**config.mk**
```make
export PLATFORM = sky130hd
export DESIGN_NAME = ex_mem_stage
export DESIGN_NICKNAME = d
export VERILOG_FILES = /design/src/rtl/ex_mem_stage.sv
export SDC_FILE = /design/constraint.sdc
export NUM_CORES = 1
export LEC_CHECK = 0
export CORE_MARGIN = 3
export CORE_UTILIZATION = 52
export DETAILED_ROUTE_END_ITERATION = 6
export MAX_ROUTING_LAYER = met4
export PLACE_DENSITY = 0.83
export SETUP_SLACK_MARGIN = 0.05
export SLEW_MARGIN = 20
export SYNTH_ARGS = -nofsm -noshare
export SYNTH_HDL_FRONTEND = slang
export SYNTH_SLANG_ARGS = --single-unit
export TNS_END_PERCENT = 30
```
**constraint.sdc**
```tcl
create_clock -name clk -period 6.1 [get_ports clk]
set_input_delay 1.22 -clock clk [delete_from_list [all_inputs] [get_ports clk]]
set_output_delay 1.22 -clock clk [all_outputs]
set_load 0.02 [all_outputs]
```
**src/rtl/ex_mem_stage.sv**
```systemverilog
// rtl/ex_mem_stage.sv - MIPS execute stage with EX/MEM pipeline latch
// ALU control decode, ALU, branch target and destination select, registered for MEM.
module ex_mem_stage #(
  parameter int DW = 32,
  parameter int AW = 5
) (
  input  logic          clk,
  input  logic          rst,
  input  logic          stall,
  input  logic          flush,
  input  logic [1:0]    wb_ctl,
  input  logic [2:0]    m_ctl,
  input  logic [3:0]    ex_ctl,
  input  logic [DW-1:0] npc,
  input  logic [DW-1:0] rdata1,
  input  logic [DW-1:0] rdata2,
  input  logic [DW-1:0] s_extendout,
  input  logic [AW-1:0] instr_2016,
  input  logic [AW-1:0] instr_1511,
  output logic [1:0]    wb_ctlout,
  output logic          branch,
  output logic          memread,
  output logic          memwrite,
  output logic [DW-1:0] add_result,
  output logic          zero,
  output logic [DW-1:0] alu_result,
  output logic [DW-1:0] rdata2out,
  output logic [AW-1:0] five_bit_muxout
);

  localparam logic [3:0] ALU_AND = 4'b0000;
  localparam logic [3:0] ALU_OR  = 4'b0001;
  localparam logic [3:0] ALU_ADD = 4'b0010;
  localparam logic [3:0] ALU_SUB = 4'b0110;
  localparam logic [3:0] ALU_SLT = 4'b0111;
  localparam logic [3:0] ALU_BAD = 4'b1111;

  logic          regdst;
  logic [1:0]    aluop;
  logic          alusrc;
  logic [5:0]    funct;
  logic [3:0]    alu_ctl;
  logic [DW-1:0] alu_b;
  logic [DW-1:0] alu_out;
  logic [DW-1:0] target;
  logic [AW-1:0] dest;

  assign regdst = ex_ctl[3];
  assign aluop  = ex_ctl[2:1];
  assign alusrc = ex_ctl[0];
  assign funct  = s_extendout[5:0];

  assign alu_b  = alusrc ? s_extendout : rdata2;
  assign dest   = regdst ? instr_1511 : instr_2016;
  assign target = npc + (s_extendout << 2);

  always_comb begin
    alu_ctl = ALU_BAD;
    case (aluop)
      2'b00: alu_ctl = ALU_ADD;
      2'b01: alu_ctl = ALU_SUB;
      2'b10: begin
        case (funct)
          6'b100000: alu_ctl = ALU_ADD;
          6'b100010: alu_ctl = ALU_SUB;
          6'b100100: alu_ctl = ALU_AND;
          6'b100101: alu_ctl = ALU_OR;
          6'b101010: alu_ctl = ALU_SLT;
          default:   alu_ctl = ALU_BAD;
        endcase
      end
      default: alu_ctl = ALU_BAD;
    endcase
  end

  // Unrecognised selects produce zero, which also raises the zero flag.
  always_comb begin
    alu_out = '0;
    case (alu_ctl)
      ALU_ADD: alu_out = rdata1 + alu_b;
      ALU_SUB: alu_out = rdata1 - alu_b;
      ALU_AND: alu_out = rdata1 & alu_b;
      ALU_OR:  alu_out = rdata1 | alu_b;
      ALU_SLT: alu_out = ($signed(rdata1) < $signed(alu_b)) ? {{(DW-1){1'b0}}, 1'b1} : '0;
      default: alu_out = '0;
    endcase
  end

  // Flush beats stall so a bubble can be inserted while the front end is held.
  always_ff @(posedge clk) begin
    if (rst || flush) begin
      wb_ctlout       <= '0;
      branch          <= 1'b0;
      memread         <= 1'b0;
      memwrite        <= 1'b0;
      add_result      <= '0;
      zero            <= 1'b0;
      alu_result      <= '0;
      rdata2out       <= '0;
      five_bit_muxout <= '0;
    end else if (!stall) begin
      wb_ctlout       <= wb_ctl;
      branch          <= m_ctl[2];
      memread         <= m_ctl[1];
      memwrite        <= m_ctl[0];
      add_result      <= target;
      zero            <= (alu_out == '0);
      alu_result      <= alu_out;
      rdata2out       <= rdata2;
      five_bit_muxout <= dest;
    end
  end

endmodule
```
### Yosys cells after proc, flatten, opt, wreduce, memory -nomap -nowiden

Index checks and enable logic that the tools add are counted.

| cells by class | value |
|---|---|
| $add $sub $neg | 3 |
| $lt $le $gt $ge | 1 |
| equality and inequality tests | 11 |
| muxes and demuxes | 6 |
| bitwise gates (word level) | 2 |
| reduce and logical (&&, ||, !) cells | 4 |

Operators with widths:

| cell | count |
|---|---|
| 32-bit case mux with 5 select lines | 1 |
| 32-bit adder | 2 |
| 32-bit AND | 1 |
| 32-bit logical NOT | 1 |
| 32-bit less-than comparator | 1 |
| 32-bit two-way mux | 1 |
| 32-bit OR | 1 |
| 32-bit subtractor | 1 |
| 6-bit == test, second input constant | 5 |
| 4-bit case mux with 5 select lines | 1 |
| 4-bit case mux with 3 select lines | 1 |
| 4-bit by 3-bit == test with 1-bit output, second input constant | 2 |
| 5-bit two-way mux | 1 |
| 4-bit by 1-bit == test with 1-bit output, second input constant | 1 |
| 4-bit by 2-bit == test with 1-bit output, second input constant | 1 |
| 4-bit logical NOT | 1 |
| 2-bit by 1-bit == test with 1-bit output, second input constant | 1 |
| 2-bit == test, second input constant | 1 |
| 2-bit logical NOT | 1 |
| 1-bit logical OR | 1 |
| 1-bit two-way mux | 1 |

| storage, ports and cells | value |
|---|---|
| bits in registers | 107 |
| output and inout port bits | 107 |
| word-level logic and storage cells | 36 |

### Logic depth before layout (Yosys ltp)

| logic depth | value |
|---|---|
| depth after elaboration | 6 |
| mapped depth | 17 |
| depth with buffers taken out | 15 |

### Worst setup path before layout

No wires, ideal clock.

| timing | value |
|---|---|
| path kind | input-to-reg |
| start | input port ex_ctl[0] |
| end | register zero |
| arrival time | 4.927 ns |
| required time | 6.016 ns |
| setup slack | 1.089 ns |
| cell stages on the path | 17 |
| path buffers | 2 |
| cell sequence | clkbuf_1 > buf_1 > mux2i_1 > inv_1 > ha_1 > fa_1 > nor2_1 > o311a_1 > o211a_1 > o21ai_0 > o21bai_1 > mux2_2 > a221oi_1 > nand4_1 > nor4_1 > nand4_1 > o31ai_2 |

| between the ends | value |
|---|---|
| longest elaborated chain between the ends | 5 |

Ends and longest elaborated chain:

| item | line | source |
|---|---|---|
| from (decl) | 13 | `input logic [3:0] ex_ctl,` |
| 32-bit two-way mux * | 53 | `assign alu_b = alusrc ? s_extendout : rdata2;` |
| 32-bit less-than comparator | 84 | `ALU_SLT: alu_out = ($signed(rdata1) < $signed(alu_b)) ? {{(DW-1){1'b0}}, 1'b1} : '0;` |
| 1-bit two-way mux | 84 |  |
| 32-bit case mux with 5 select lines * | 79 | `case (alu_ctl)` |
| 32-bit logical NOT * | 107 | `zero <= (alu_out == '0);` |
| to (signal assigned) | 107 |  |
| to (decl) | 25 | `output logic zero,` |

Mark *: on every way between the ends. The rest lies on a longest branch, timed or not.
A chain may end at the register's enable or synchronous reset.

### Worst setup path in the final report

Ends and elaborated chain as after synthesis.

==> impl_metrics.tcl <==
set metrics [dict create \
    status "complete, no violations" \
    cp.required_ps 6370 \
    design.core.area_sq_um 20560 \
    dominantRegCellSynth "dfxtp_1" \
    period_minus_slack_ps 5741 \
    io_buffers 257 \
    vias 12345 \
    insertion_delay_ps 350 \
    rsz0062_at_grt "false" \
    cap_violations 0 \
    cts_setup_buffers 0 \
    worstHoldStart "add_result[19]" \
    min_period_over_period_pct 94.12 \
    synthArstFlopShare_pct 0 \
    multi_input_area_sq_um 8184 \
    cts.sink_count 107 \
    antenna_found_initial 1 \
    die-area_sq_um 23050 \
    wl_mm 42.96 \
    gr-total-overflow 0 \
    drc 0 \
    busiest_layer "met2" \
    track_usage_pct 36.38 \
    die_w_um 151.8 \
    hold_viol 0 \
    rows 52 \
    clockRootBuffer "clkbuf_16" \
    crit_type "input port to flip-flop" \
    nFillCells 1752 \
    cts_tree "yes" \
    synth_nets 1758 \
    io_pins 258 \
    via_per_inst 6.311 \
    tightest_slew_ps 1054 \
    pwr-share-comb_pct 47.9 \
    numCtsBuffers 9 \
    switching_share_pct 40.41 \
    switching_power_mw 1.018 \
    r2r_slack_ps 5360 \
    synth-edff-count 0 \
    hold_path.class "flip-flop to flip-flop" \
    routedWlPerCell_um 21.96 \
    postSynthAreaPerCell_sq_um 7.546 \
    drtIter0Drc 1159 \
    r2r-start "add_result[31]" \
    startpoint_type "input port" \
    timing.rr.end "add_result[31]" \
    holdPathEnd "add_result[19]" \
    clkPwrFrac_pct 22.6 \
    crit_path_end_kind "flip-flop" \
    total_power_mw 2.520 \
    crit_fanout 12 \
    r2r_cells 2 \
    cp.arrival_ps 6010 \
    p_int_mw 1.502 \
    synth_cell_type_count 81 \
    hold-path-cell-count 2 \
    fmax_mhz 174.2 \
    htree_levels 3 \
    ant_nets 0 \
    clk_pin_slew_ps 80 \
    power.density_nw_per_um2 178.5 \
    place_congestion 0.9950 \
    grtUsageMet2_pct 59.78 \
    ys_warn_count 0 \
    ys_seq_area_share_pct 19.38 \
    ir_drop_mv 0.1521 \
    grt_pass1_wl_mm 66.82 \
    drt_pass1_iterations 5 \
    drive_gt1_share_pct 4.629 \
    place_hpwl_mm 33.75 \
    ys_seq_elements 107 \
    syn_inst 1465 \
    start_util_pct 53.77 \
    grt_max_degree 65 \
    nNetsFinal 1973 \
    netlist_area_sq_um 11060 \
    relSlewSlack_pct 29.72 \
    skew_ps 0 \
    met3_usage_pct 5.774 \
    clk_path_buf_depth 2 \
    die-height_um 151.8 \
    setup_viol 0 \
    final_max_slew_viol_count 0 \
    regArea_sq_um 2142 \
    grt.met1_usage_pct 44.34 \
    finish.utilization_pct 68.69 \
    grt_pass1_vias 12072 \
    leakagePower_nw 6.073 \
    seq_power_share_pct 29.5 \
    syn2layout_area_growth_pct 27.74 \
]
==> power by group through the flow <==
stage | Clock [mW] | Combinational [mW] | Sequential [mW]
global placement | 0 | 1.16 | 0.759
floorplan | 0 | 0.711 | 0.796
CTS | 0.575 | 1.18 | 0.744
global route | 0.603 | 1.30 | 0.748
finish | 0.570 | 1.21 | 0.745
detailed placement | 0 | 1.17 | 0.760
==> metrics by stage <==
step           setup TNS (ps)  cells  instance area, sq um  hold slack (ps)  setup WS, ps
6_report                    0   1956                 14120            462.1         358.6
5_1_grt                     0   1956                 14120            487.7         94.29
4_1_cts                     0   1955                 14100            467.0         390.6
3_3_place_gp           -92.59   1939                 13820            449.4        -92.59
2_1_floorplan               0   1465                 11060            540.7          1089
3_5_place_dp                0   1939                 13820            455.9         26.41
==> what timing repair did <==
item	CTS	global route
hold buffers	0	0
endpoints found under the setup margin	0	1
gates resized for setup	0	4
==> cells by family after synthesis <==
logic type / count (synthesis) / synth area share (%)
AOI/OAI and AO/OA: 455 / 27.85
and+or+nand+nor: 449 / 18.93
buffers and inverters: 189 / 6.790
adders and majority gates: 142 / 16.27
DFF: 107 / 19.38
muxes: 90 / 8.160
xor gates and xnor gates: 33 / 2.614
==> synthesized netlist by cell type (16+ instances only) <==
cell type	n	area share, %
a21o_1	23	1.6
nand3_1	24	1.1
clkbuf_1	49	1.7
a21oi_1	137	6.2
nor3_1	23	1.0
nor4_1	19	1.1
o211ai_1	22	1.5
nor2b_1	19	1.1
nand2_1	121	4.1
nor2_1	163	5.5
a31oi_1	22	1.2
ha_1	139	16
inv_1	108	3.7
o21ai_0	68	3.1
a211oi_1	21	1.4
dfxtp_1	107	19
xnor2_1	26	2.1
o21bai_1	16	1.1
mux2i_1	89	8.1
==> cells in the final DEF, fill, tap and decap left out, types with 9 or more instances in the layout <==
master	count
o21bai_1	16
nand4_1	13
o221ai_1	11
buf_4	28
ha_1	139
a31oi_1	22
clkdlybuf4s50_1	255
o21a_1	9
nand3_1	24
xnor2_1	26
a21oi_1	137
inv_1	108
nand2b_1	10
o311ai_0	11
nor3_1	23
clkbuf_16	9
dfxtp_1	107
o21ai_0	68
nor2_1	163
o211ai_1	22
o31ai_1	14
mux2i_1	86
nor4_1	18
nor2b_1	19
a21o_1	23
a211oi_1	21
or3_1	12
nand2_1	121
==> area by class of cell <==
class / instances / area share, %
Tap cell: 270 / 2.392
Antenna cell: 1 / 0.01772
Sequential cell: 107 / 15.17
Clock buffer: 10 / 1.621
Clock inverter: 6 / 0.3544
Inverter: 109 / 2.897
Multi-Input combinational cell: 1169 / 57.95
Timing Repair Buffer: 284 / 19.60
==> sequential cells by signal, summed over array words and instances, names as in the netlist <==
name	cells
memwrite	1
memread	1
alu_result	32
branch	1
five_bit_muxout	5
wb_ctlout	2
zero	1
add_result	32
rdata2out	32
==> metal layers <==
| layer | up-vias | wire length [um] | part of all wire, % |
|---|---|---|---|
| li1 | 5753 | - | - |
| met1 | 5881 | 17450 | 41 |
| met2 | 590 | 20350 | 47 |
| met3 | 121 | 3170 | 7.4 |
| met4 | 0 | 1990 | 4.6 |
| met5 | - | 0 | 0 |
==> critical path: stages <==
cell	delay [ps]
buf_2	370
buf_4	280
mux2i_1	680
ha_1	330
inv_1	110
a211o_1	330
a31oi_1	430
o31ai_1	230
a21boi_1	480
o311ai_0	240
o2bb2ai_1	380
o2111ai_1	170
nor4_1	330
nand4_1	200
o31ai_2	200
==> how the worst max path moves through the flow <==
stage	startpoint	cells past startpoint	to	slack, ps
5_1_grt	ex_ctl[0]	16	zero	90
6_report	ex_ctl[0]	15	zero	360
4_1_cts	ex_ctl[0]	15	zero	390
3_3_place_gp	ex_ctl[0]	15	zero	-90
2_1_floorplan	ex_ctl[0]	17	zero	1090
3_5_place_dp	ex_ctl[0]	15	zero	30
No activity file was read; power rests on OpenSTA's default activity.
